File: src/rtl/nco_phase_accumulator.sv
// Phase-continuous NCO core for the lock-in reference channels.
// A phase accumulator advances by (freq_active << FREQ_SHIFT) each enabled
// cycle. A new frequency word is adopted only when the accumulator wraps, so
// the reference never jumps mid-period.
//
// Ports:
//   clk, reset_n  - system clock, asynchronous active-low reset
//   freq_word     - requested frequency word (from the control PIO)
//   enable        - accumulator advances while high
//   sync_clear    - synchronous phase restart, loads freq_word immediately
//   phase_i/q     - in-phase / quadrature (+90 deg) phase words
//   ref_i/q       - square references (MSB of the phase words)
//   wrap_pulse    - one-cycle pulse while acc holds a post-overflow value
//   freq_active   - frequency word currently driving the increment
//   freq_pending  - requested word differs from the active word
//   cycle_count   - completed periods, modulo 2^16
module nco_phase_accumulator #(
    parameter int unsigned ACC_W      = 32,
    parameter int unsigned FREQ_W     = 20,
    parameter int unsigned FREQ_SHIFT = 12,
    parameter int unsigned OUT_W      = 12,
    parameter int unsigned RESET_FREQ = 1310
) (
    input  logic              clk,
    input  logic              reset_n,
    input  logic [FREQ_W-1:0] freq_word,
    input  logic              enable,
    input  logic              sync_clear,
    output logic [OUT_W-1:0]  phase_i,
    output logic [OUT_W-1:0]  phase_q,
    output logic              ref_i,
    output logic              ref_q,
    output logic              wrap_pulse,
    output logic [FREQ_W-1:0] freq_active,
    output logic              freq_pending,
    output logic [15:0]       cycle_count
);

    localparam int unsigned CNT_W = 16;

    // Quarter-turn offset: 2^(OUT_W-2)
    localparam logic [OUT_W-1:0] QUAD_OFFSET = {2'b01, {(OUT_W-2){1'b0}}};

    logic [ACC_W-1:0]  acc_q,         acc_d;
    logic [FREQ_W-1:0] freq_active_q, freq_active_d;
    logic              freq_pending_q, freq_pending_d;
    logic [CNT_W-1:0]  cycle_count_q, cycle_count_d;
    logic              wrap_pulse_q,  wrap_pulse_d;

    logic [ACC_W-1:0]  inc_c;
    logic [ACC_W:0]    sum_c;
    logic              carry_c;

    // Phase increment and accumulator sum with carry-out as the wrap flag
    always_comb begin
        inc_c   = ACC_W'(freq_active_q) << FREQ_SHIFT;
        sum_c   = {1'b0, acc_q} + {1'b0, inc_c};
        carry_c = sum_c[ACC_W];
    end

    // Next-state: clear beats advance; frequency swaps only on wrap or zero escape
    always_comb begin
        acc_d         = acc_q;
        freq_active_d = freq_active_q;
        cycle_count_d = cycle_count_q;
        wrap_pulse_d  = 1'b0;

        if (sync_clear) begin
            acc_d         = '0;
            freq_active_d = freq_word;
            cycle_count_d = '0;
        end else begin
            if (enable) begin
                acc_d        = sum_c[ACC_W-1:0];
                wrap_pulse_d = carry_c;
                if (carry_c) begin
                    cycle_count_d = cycle_count_q + CNT_W'(1);
                    freq_active_d = freq_word;
                end
            end
            // A zero increment never wraps, so load a nonzero request directly
            if ((freq_active_q == '0) && (freq_word != '0)) begin
                freq_active_d = freq_word;
            end
        end

        // Compared against the post-edge active word so a load clears it at once
        freq_pending_d = (freq_word != freq_active_d);
    end

    always_ff @(posedge clk or negedge reset_n) begin
        if (!reset_n) begin
            acc_q          <= '0;
            freq_active_q  <= FREQ_W'(RESET_FREQ);
            freq_pending_q <= 1'b0;
            cycle_count_q  <= '0;
            wrap_pulse_q   <= 1'b0;
        end else begin
            acc_q          <= acc_d;
            freq_active_q  <= freq_active_d;
            freq_pending_q <= freq_pending_d;
            cycle_count_q  <= cycle_count_d;
            wrap_pulse_q   <= wrap_pulse_d;
        end
    end

    // Phase words are taps of the accumulator register, no extra pipeline
    always_comb begin
        phase_i = acc_q[ACC_W-1 -: OUT_W];
        phase_q = phase_i + QUAD_OFFSET;
        ref_i   = phase_i[OUT_W-1];
        ref_q   = phase_q[OUT_W-1];
    end

    assign wrap_pulse   = wrap_pulse_q;
    assign freq_active  = freq_active_q;
    assign freq_pending = freq_pending_q;
    assign cycle_count  = cycle_count_q;

endmodule

File: config.mk
export PLATFORM = sky130hd
export DESIGN_NAME = nco_phase_accumulator
export DESIGN_NICKNAME = d
export VERILOG_FILES = /design/src/rtl/nco_phase_accumulator.sv
export SDC_FILE = /design/constraint.sdc
export NUM_CORES = 1
export LEC_CHECK = 0
export CORE_MARGIN = 2
export CORE_UTILIZATION = 48
export CTS_CLUSTER_DIAMETER = 120
export DETAILED_ROUTE_END_ITERATION = 12
export GPL_ROUTABILITY_DRIVEN = 0
export MAX_ROUTING_LAYER = met4
export PLACE_DENSITY = 0.76
export SLEW_MARGIN = 20
export SYNTH_ARGS = -nofsm -noshare
export SYNTH_HDL_FRONTEND = slang
export SYNTH_SLANG_ARGS = --single-unit
File: constraint.sdc
create_clock -name clk -period 3.1 [get_ports clk]
set_input_delay 0.62 -clock clk [delete_from_list [all_inputs] [get_ports clk]]
set_output_delay 0.62 -clock clk [all_outputs]
set_load 0.02 [all_outputs]
==> results by group <==
Final layout
  – # fillers: 655
  – Antenna diode count: 0
  – Share of post-route cells with drive strength above 1: 0.122
  – Most frequent cells in the layout: clkdlybuf4s50_1 (86), dfrtp_1 (52), nor2_1 (42)
  – Final net count: 539
  – Sequential cell area: 0.00146 mm2
  – Multi-input gate area: 0.00233 mm2
  – Synth-to-Final Area Change: 25.8%
  – Commonest non-fill, non-tap cell in the layout: clkdlybuf4s50_1

Synth
  – Ys flop type: dfrtp_1
  – Unique masters post-synth: 60
  – Post-synthesis sequential area ratio: 0.360
  – Area contributors post-synth: dfrtp_1 (32%), ha_1 (6.5%), mux2_2 (6.1%), xnor2_1 (6.1%), buf_4 (4.3%)
  – Async S/R FF share, synth: 1.00
  – FF+latch count, synth: 58
  – Post-Syn Area per Cell: 9.54 um2
  – EDFF count, synth: 0
  – Post-Syn Area: 0.00405 mm2
  – Mapped Nets: 471
  – Syn Inst Count: 425
  – Largest area contributor in the netlist: dfrtp_1
  – Synth top area share: 0.321
  – Synth Warn #: 0

STA
  – Final period util: 0.952
  – Normalized max-slew margin: 0.567
  – RSZ-0062 raised after global routing: no
  – Fin. max-slew vios: 0
  – Final hold vios: 0
  – Setup TNS: 0 ns
  – Maximum clock rate: 339 MHz
  – Fin crit period: 2.95 ns
  – Clock Skew: 0.0131 ns
  – Worst-margin pin slew: 0.647 ns
  – Final setup violation count: 0

Route
  – Drt total wl: 10600 um
  – Routed len/inst: 17.6 um
  – Remaining DRCs: 0
  – Vias per std cell: 5.88
  – Antenna viol nets, final: 0
  – Initial DRC count: 213
  – Pre-antenna DRT Iters: 5
  – Via count: 3546

Clocking
  – Hold buffers post-CTS: 0
  – Post-cts repair resize count: 0
  – H-tree Lvls: 3
  – Longest Clk Path Bufs: 2
  – Clk pin slew, worst setup/hold paths: 0.08 ns
  – Clock Tree Root: clkbuf_8
  – Post-CTS Setup Repair Bufs: 0
  – CTS tree: done
  – CTS Sinks: 58
  – Cts bufs inserted: 9
  – Clock latency on the worst-skew pair: 0.35 ns

Floorplanning
  – Initial Util: 0.493
  – Core ar.: 0.00822 mm2
  – Chip Width: 95.9 um
  – # IOs: 88
  – Std cell rows: 33
  – Die height: 95.9 um
  – Total die area: 0.00919 mm2

Global routing
  – Largest net degree at the start of global routing: 49
  – Vias in the first global route: 3374
  – Initial antenna violation count: 0
  – First-pass GRT wire length: 16800 um
  – Total gr overflow: 0
  – Gr usage total: 0.244

Worst setup path
  – Delay of the slowest critical-path stage: 0.44 ns
  – Cell chain of the critical path: ha_1 > inv_1 > fa_1 > nor2b_1 > o31ai_1 > a21oi_2 > o221ai_2 > and2_4 > or3_1 > mux2_4
  – Worst R2R Path Depth: 10
  – CP Class: register to register
  – CP max FO: 15
  – CP max-delay cell: dfrtp_1
  – Crit path capture type: register
  – Crit path launch type: register
  – Worst EP arrival: 3.19 ns
  – Critical Path RT: 3.34 ns

Power
  – P_leak: 2.09 nW
  – Maximum vdd ir drop: 0.000405 V
  – Total power draw: 0.00371 W
  – PwrDens: 728 mW/mm2

Hold path
  – Min-delay worst type: primary input to asynchronous set/reset pin

Job
  – Max_cap viols: 0

Status
  – Status: completed

Placed design
  – DP HPWL: 7980 um
  – I/O Buffers: 87
## registers in the layout, indices dropped and copies added (netlist names)
name	count
acc_q	20
freq_active	20
cycle_count	16
freq_pending	1
wrap_pulse	1
## critical path, delay by kind of cell, from the launching register on
kind            cells  cell delay [ns]
fa+ha+maj           2             0.64
buf+inv             1             0.06
flops               1             0.44
compound gates      3             0.50
mux                 1             0.30
simple gates        3             0.91
## metal layers
| metal | wire length (um) | vias to the layer above | global-route usage | part of all wire |
|---|---|---|---|---|
| li1 | - | 1687 | - | - |
| met1 | 4790 | 1753 | 0.329 | 0.45 |
| met2 | 5110 | 95 | 0.378 | 0.48 |
| met3 | 624 | 11 | 0.0376 | 0.059 |
| met4 | 80 | 0 | 0.0786 | 0.0075 |
| met5 | 0 | - | - | 0 |
## cells in the mapped netlist (5+ instances only)
cell type,number
a211oi_1,8
a21o_1,10
a21oi_1,17
buf_4,23
clkbuf_1,6
dfrtp_1,52
dfstp_2,6
ha_1,21
inv_1,6
mux2_2,22
mux2i_1,8
nand2_1,23
nand3_1,13
nand4_1,8
nor2_1,42
nor2b_1,6
nor3_1,6
nor4_1,15
o211ai_1,5
o21ai_0,12
or3_1,5
xnor2_1,28
xor2_1,11
## path summary, 6_finish.rpt
kind | startpoint | end | slack [ns]
setup / recovery | freq_active[0] | cycle_count[8] | 0.15
hold / removal | reset_n | acc_q[19] | 0.29
setup reg to reg | freq_active[0] | cycle_count[8] | 0.15
hold reg to reg | acc_q[18] | acc_q[18] | 0.54
max in group asynchronous | reset_n | cycle_count[4] | 2.26
min in group clk | acc_q[18] | acc_q[18] | 0.54
## cell type report
cell class                      count  area share
Clock buffer                       11      0.0277
Clock inverter                      5      0.0152
Inverter                            6     0.00442
Multi-Input combinational cell    323       0.458
Sequential cell                    58       0.286
Tap cell                          105      0.0258
Timing Repair Buffer               95       0.183
## through the flow
step / util / std cells / area, um2 / setup slack (ns) / hold slack [ns]
after global placement: 0.592 / 587 / 4870 / 0.284 / 0.511
after global routing: 0.621 / 603 / 5100 / 0.00930 / 0.345
after detailed placement: 0.592 / 587 / 4870 / 0.141 / 0.532
after floorplan: - / 425 / 4050 / 0.268 / 0.324
after CTS: 0.619 / 603 / 5090 / 0.117 / 0.508
final: 0.621 / 603 / 5100 / 0.148 / 0.288
## kinds of logic after synthesis
group                      after synthesis  share of synthesized area
and+or+nand+nor                        140                      0.178
AOI/OAI and AO/OA                       91                      0.157
DFF                                     58                      0.360
buffers and inverters                   44                     0.0655
xor gates and xnor gates                39                     0.0843
muxes                                   31                     0.0846
adders and majority gates               22                     0.0698
## power by group
| part | total [W] | internal (W) | switching [W] |
|---|---|---|---|
| sequential | 0.00107 | 0.000903 | 0.000170 |
| combinational | 0.00185 | 0.000861 | 0.000991 |
| clock | 0.000789 | 0.000472 | 0.000317 |
| total | 0.00371 | 0.00224 | 0.00148 |
No activity file was read; power rests on OpenSTA's default activity.
